### config.mk
export PLATFORM = sky130hd
export DESIGN_NAME = btn_conditioner
export DESIGN_NICKNAME = d
export VERILOG_FILES = /design/src/rtl/btn_conditioner.sv
export SDC_FILE = /design/constraint.sdc
export NUM_CORES = 1
export LEC_CHECK = 0
export BUFFER_PORTS_ARGS = -buffer_cell sky130_fd_sc_hd__buf_2
export CAP_MARGIN = 15
export CORE_MARGIN = 4
export CORE_UTILIZATION = 52
export DETAILED_ROUTE_END_ITERATION = 8
export PLACE_DENSITY = 0.7
export RECOVER_POWER = 50
export SLEW_MARGIN = 20
export SYNTH_ARGS = -nofsm -noshare
export SYNTH_HDL_FRONTEND = slang
export SYNTH_SLANG_ARGS = --single-unit
### constraint.sdc
create_clock -name clk -period 1.9 [get_ports clk]
set_input_delay 0.38 -clock clk [delete_from_list [all_inputs] [get_ports clk]]
set_output_delay 0.38 -clock clk [all_outputs]
set_load 0.005 [all_outputs]
### src/rtl/btn_conditioner.sv
// btn_conditioner: synchronizes, debounces and edge-detects raw push buttons,
// latching presses into ack-clearable pending flags with a combined irq.
module btn_conditioner #(
  parameter int NBTN            = 5,
  parameter int DEBOUNCE_CYCLES = 16,
  parameter int CNT_W           = 16
) (
  input  logic            clk,
  input  logic            rst,
  input  logic [NBTN-1:0] btn_raw,
  input  logic [NBTN-1:0] evt_ack,
  output logic [NBTN-1:0] btn_level,
  output logic [NBTN-1:0] btn_press,
  output logic [NBTN-1:0] evt_pending,
  output logic            irq
);
  localparam logic [CNT_W-1:0] CNT_MAX = CNT_W'(DEBOUNCE_CYCLES - 1);
  logic [NBTN-1:0]  s1_q, s2_q, lvl_q, lvl_d, press_q, press_d, pend_q, pend_d;
  logic             irq_q, irq_d;
  logic [CNT_W-1:0] cnt_q [NBTN];
  logic [CNT_W-1:0] cnt_d [NBTN];
  // any sample matching the current level restarts that button's count
  always_comb begin
    lvl_d = lvl_q;
    for (int i = 0; i < NBTN; i++) begin
      cnt_d[i] = (s2_q[i] == lvl_q[i] || cnt_q[i] == CNT_MAX) ? '0 : cnt_q[i] + 1'b1;
      if (s2_q[i] != lvl_q[i] && cnt_q[i] == CNT_MAX) lvl_d[i] = s2_q[i];
    end
    press_d = lvl_d & ~lvl_q;
    pend_d  = (pend_q & ~evt_ack) | press_d;
    irq_d   = |pend_d;
  end
  always_ff @(posedge clk or negedge rst) begin
    if (!rst) begin
      s1_q    <= '0;
      s2_q    <= '0;
      lvl_q   <= '0;
      press_q <= '0;
      pend_q  <= '0;
      irq_q   <= 1'b0;
      for (int i = 0; i < NBTN; i++) cnt_q[i] <= '0;
    end else begin
      s1_q    <= btn_raw;
      s2_q    <= s1_q;
      lvl_q   <= lvl_d;
      press_q <= press_d;
      pend_q  <= pend_d;
      irq_q   <= irq_d;
      for (int i = 0; i < NBTN; i++) cnt_q[i] <= cnt_d[i];
    end
  end
  assign btn_level   = lvl_q;
  assign btn_press   = press_q;
  assign evt_pending = pend_q;
  assign irq         = irq_q;
endmodule
# Word-level counts from Yosys, hierarchy flattened
# Cells that the tools add are included.
# op_classes
addsub,5
eq_ne,15
mux,10
bitwise_logic,5
reduce_logical,11
# ops
operator,n
$add 16x1->16 const B,5
$eq 16x4->1 const B,5
$mux 16,5
$and 5x5->5,2
$not 5->5,2
$eq 1x1->1,5
$logic_and 1x1->1,5
$logic_or 1x1->1,5
$mux 1,5
$ne 1x1->1,5
$or 5x5->5,1
$reduce_or 5->1,1
# totals
regBits,106
inputBits,12
output_inout_bits,16
wordCells,57

# Longest topological paths before layout
# logic_depth
word_depth,6
ltp_mapped,6
mapped_depth_nobuf,6

# Least setup slack after synthesis
# No wires, ideal clock.
# synth_timing
path_kind,reg2reg
start,register cnt_q[32] in the netlist's numbering
end,register irq_q (netlist: irq)
setup_ns,0.139
arrival_time_ns,1.629
required_ns,1.761
setup_slack_ns,0.132
path_stages_with_launch,7
n_path_buf,0
synth_period_minus_slack_ns,1.768
path_cell_list,dfrtp_1 -> ha_1 -> and3_4 -> nand4_2 -> nor3b_2 -> a21o_1 -> or4b_4
# synth_via
elab_chain_cells,6
# synth_lines
item,line,source
from (decl),20,logic [CNT_W-1:0] cnt_q [NBTN];
$eq 16x4->1,27,if (s2_q[i] != lvl_q[i] && cnt_q[i] == CNT_MAX) lvl_d[i] = s2_q[i];
$logic_and 1x1->1,27,
$mux 1,27,
$and 5x5->5,29,press_d = lvl_d & ~lvl_q;
net press_d[2],18,"logic [NBTN-1:0] s1_q, s2_q, lvl_q, lvl_d, press_q, press_d, pend_q, pend_d;"
$or 5x5->5,30,pend_d = (pend_q & ~evt_ack) | press_d;
net pend_d[2],18,
$reduce_or 5->1,31,irq_d = |pend_d;
net irq_d,19,"logic irq_q, irq_d;"
to (signal assigned),48,irq_q <= irq_d;
to (decl),19,
# The timed path passes the listed nets, and every way through them passes these cells.

# Worst setup path after layout
# Ends and elaborated chain as after synthesis.

==> impl_metrics.sql <==
INSERT INTO impl_metrics (metric_group, metric, value, unit) VALUES
('sta', 'max_slew_margin', '39.18', '%'),
('worst_setup_path', 'critical_setup_path_kind', 'flip-flop to flip-flop', ''),
('worst_setup_path', 'path_delay_family', 'simple AND/OR/NAND/NOR gates', ''),
('worst_setup_path', 'endpoint_kind', 'flip-flop', ''),
('synth', 'postSynthCellCount', '426', ''),
('sta', 'rsz0062_at_grt', 'no', ''),
('worst_setup_path', 'r2r_path_start', 'cnt_q[32]$_DFF_PN0_', ''),
('place', 'finalWeightedCongestion', '0.8135', ''),
('sta', 'tightestPinTransition', '0.9124', 'ns'),
('sta', 'timing.final.crit_period', '1.827', 'ns'),
('clock_network', 'root_buffer', 'clkbuf_8', ''),
('place', 'io_buffers', '27', ''),
('synth', 'yosysSeqAreaShare', '57.24', '%'),
('worst_setup_path', 'worst_setup_path_startpoint', 'cnt_q[32]$_DFF_PN0_', ''),
('pwr', 'power_per_cell_area', '724.3', 'nW/um2'),
('cells_and_area', 'layout-area-overhead-vs-synth', '12.39', '%'),
('worst_setup_path', 'ff_to_ff_setup_slack', '0.07', 'ns'),
('sta', 'finalHoldViolCount', '0', ''),
('run_status', 'outcome', 'completed', ''),
('pwr', 'standby_leakage_power', '0.002452', 'uW'),
('grt', 'grt_pass1_wl', '13.76', 'mm'),
('floorplan', 'start_util', '53.40', '%'),
('synth', 'net_count_synth', '443', ''),
('drt', 'detail_route.first_pass.iterations', '4', ''),
('clock_network', 'cts_tree', 'built', ''),
('drt', 'wirelength', '7.952', 'mm'),
('sta', 'final.setup_skew', '0.008286', 'ns'),
('grt', 'antenna_found_initial', '1', ''),
('worst_setup_path', 'worstSetupPathDepth', '6', ''),
('synth', 'yosys.cell_types.count', '30', ''),
('cells_and_area', 'layout.cells.most_common_list', 'dfrtp_1, nor2_1, xor2_1, xnor2_1, buf_2', ''),
('worst_setup_path', 'cp_cell_sequence', 'ha_1 -> and3_4 -> nand4_2 -> nor3b_2 -> a21o_1 -> or4b_4', ''),
('floorplan', 'coreArea', '8678', 'um2'),
('synth', 'postSynthRegisterBits', '106', ''),
('clock_network', 'cts_setup_buffers', '0', ''),
('clock_network', 'cts.reportedPaths.clkPinSlew', '0.10', 'ns'),
('synth', 'synth.avg_cell_area', '10.88', 'um2'),
('sta', 'slew_viol_final', '0', ''),
('pwr', 'ir_drop', '0.0003890', 'V'),
('sta', 'finalSetupViolCount', '0', ''),
('grt', 'grt_util_overall', '16.66', '%'),
('drt', 'viasPerCell', '5.309', ''),
('worst_setup_path', 'length_in_cells_of_the_worst_reg_to_reg_path', '6', ''),
('synth', 'synth_async_sr_flop_share', '100.0', '%'),
('clock_network', 'cts-root-to-sink-buffers', '2', ''),
('worst_setup_path', 'cp_slowest_stage_delay', '0.52', 'ns'),
('grt', 'grt_start_max_net_pins', '38', ''),
('worst_setup_path', 'worstPathMaxFanout', '4', ''),
('drt', 'drtAntennaViolNets', '0', ''),
('clock_network', 'ctsHtreeMaxLevel', '3', ''),
('worst_setup_path', 'worst-endpoint-arrival', '2.07', 'ns'),
('cells_and_area', 'final_net_count', '489', ''),
('cells_and_area', 'multi_input_comb_area', '1926', 'um2'),
('worst_setup_path', 'crit_path_top_delay_cell', 'or4b_4', ''),
('cells_and_area', 'n_antenna_cell', '0', ''),
('grt', 'global_route.overflow_total', '0', ''),
('floorplan', 'die_width', '102.4', 'um'),
('cells_and_area', 'nFillCells', '760', ''),
('floorplan', 'die_height', '102.4', 'um'),
('grt', 'grt_pass1_vias', '3064', ''),
('clock_network', 'source_to_sink_clock_delay_at_the_later_pin_of_the_worst_skew_pair', '0.36', 'ns'),
('hold_path', 'hold_path.class', 'primary input to flip-flop', ''),
('synth', 'ys.warnings.count', '0', ''),
('synth', 'main_synth_ff_type', 'dfrtp_1', ''),
('synth', 'synth_enable_flop_cells', '0', ''),
('drt', 'vias', '3106', ''),
('sta', 'max_freq', '0.5474', 'GHz'),
('worst_setup_path', 'critPathLaunchType', 'flip-flop', ''),
('drt', 'drc', '0', ''),
('clock_network', 'tritoncts.num_buffers', '9', ''),
('drt', 'detailedRoute.firstIterationViolations', '101', '');
==> synthesized netlist by cell type (all sizes together), types with 3 or more instances <==
master,count,area (um2)
a21o,3,23.77
and3,19,140.1
and4,7,61.31
buf,5,25.02
dfrtp,106,2653
ha,5,62.56
inv,12,45.04
mux2,5,56.30
nand2,24,90.09
nand3,23,120.1
nand4,17,131.4
nor2,91,344.1
nor3,8,40.04
nor3b,3,37.54
nor4,15,93.84
xnor2,37,324.1
xor2,37,324.1
==> routing by layer <==
layer	up-vias	GRT usage, %	part of all wire (%)
li1	1524	-	-
met1	1516	20.81	46
met2	50	27.49	47
met3	14	5.051	4.8
met4	2	6.054	1.3
met5	-	0	0.15
==> metrics by stage <==
| step | hold slack, ns | worst slack [ns] | total power [uW] | instance area [um2] | cells |
|---|---|---|---|---|---|
| after CTS | 0.09116 | 0.03912 | 3833 | 5197 | 585 |
| after global placement | 0.3329 | 0.1058 | 2510 | 4997 | 568 |
| after floorplan | 0.08441 | 0.1321 | 2421 | 4634 | 426 |
| after detailed placement | 0.3381 | 0.05984 | 2516 | 4997 | 568 |
| final | 0.1112 | 0.07303 | 3773 | 5209 | 585 |
| after global routing | 0.08768 | 0.001527 | 3942 | 5209 | 585 |
==> power breakdown <==
part / internal [uW] / total (uW) / switching [uW]
clock: 561 / 1310 / 744
combinational: 55.5 / 150 / 95.0
sequential: 2290 / 2320 / 26.0
total: 2910 / 3770 / 865
==> worst register-to-register path: cells and delay by family, from the launching register on <==
kind                       cells  cell delay [ns]
and+or+nand+nor                4             0.90
DFF                            1             0.41
adders and majority gates      1             0.23
AOI/OAI and AO/OA              1             0.16
==> logic make-up (layout without fill, tap and decap cells) <==
logic type,Yosys count,in the layout,synth area share (%)
and+or+nand+nor,212,212,23.70
adders and majority gates,5,5,1.350
xor gates and xnor gates,74,74,13.98
buffers and inverters,17,68,1.512
DFF,106,106,57.24
AOI/OAI and AO/OA,7,7,0.9986
muxes,5,5,1.215
==> flip-flops by register name (all words and copies together) (netlist names) <==
register     cells
btn_press        5
irq              1
s1_q             5
cnt_q           80
evt_pending      5
s2_q             5
btn_level        5
==> area by class of cell <==
class / instances / share of cell area [%]
Tap cell: 108 / 2.594
Clock buffer: 12 / 2.979
Multi-Input combinational cell: 303 / 36.97
Sequential cell: 106 / 50.92
Clock inverter: 4 / 0.6726
Timing Repair Buffer: 40 / 4.996
Inverter: 12 / 0.8648
==> timing repair <==
item                                    4_1_cts  5_1_grt
endpoints found under the hold margin        34        0
resized for setup                             0        3
endpoints found under the setup margin        0        1
hold buffers                                  1        0
==> worst min-delay path by stage <==
stage	start	to	cells after the start
2_1_floorplan	rst	btn_level[0]$_DFF_PN0_	0
3_3_place_gp	s1_q[1]$_DFF_PN0_	s2_q[1]$_DFF_PN0_	0
3_5_place_dp	s1_q[2]$_DFF_PN0_	s2_q[2]$_DFF_PN0_	0
4_1_cts	btn_raw[4]	s1_q[4]$_DFF_PN0_	1
5_1_grt	btn_raw[0]	s1_q[0]$_DFF_PN0_	1
6_report	btn_raw[4]	s1_q[4]$_DFF_PN0_	1
Note: power is estimated with default switching activity, not from simulation.
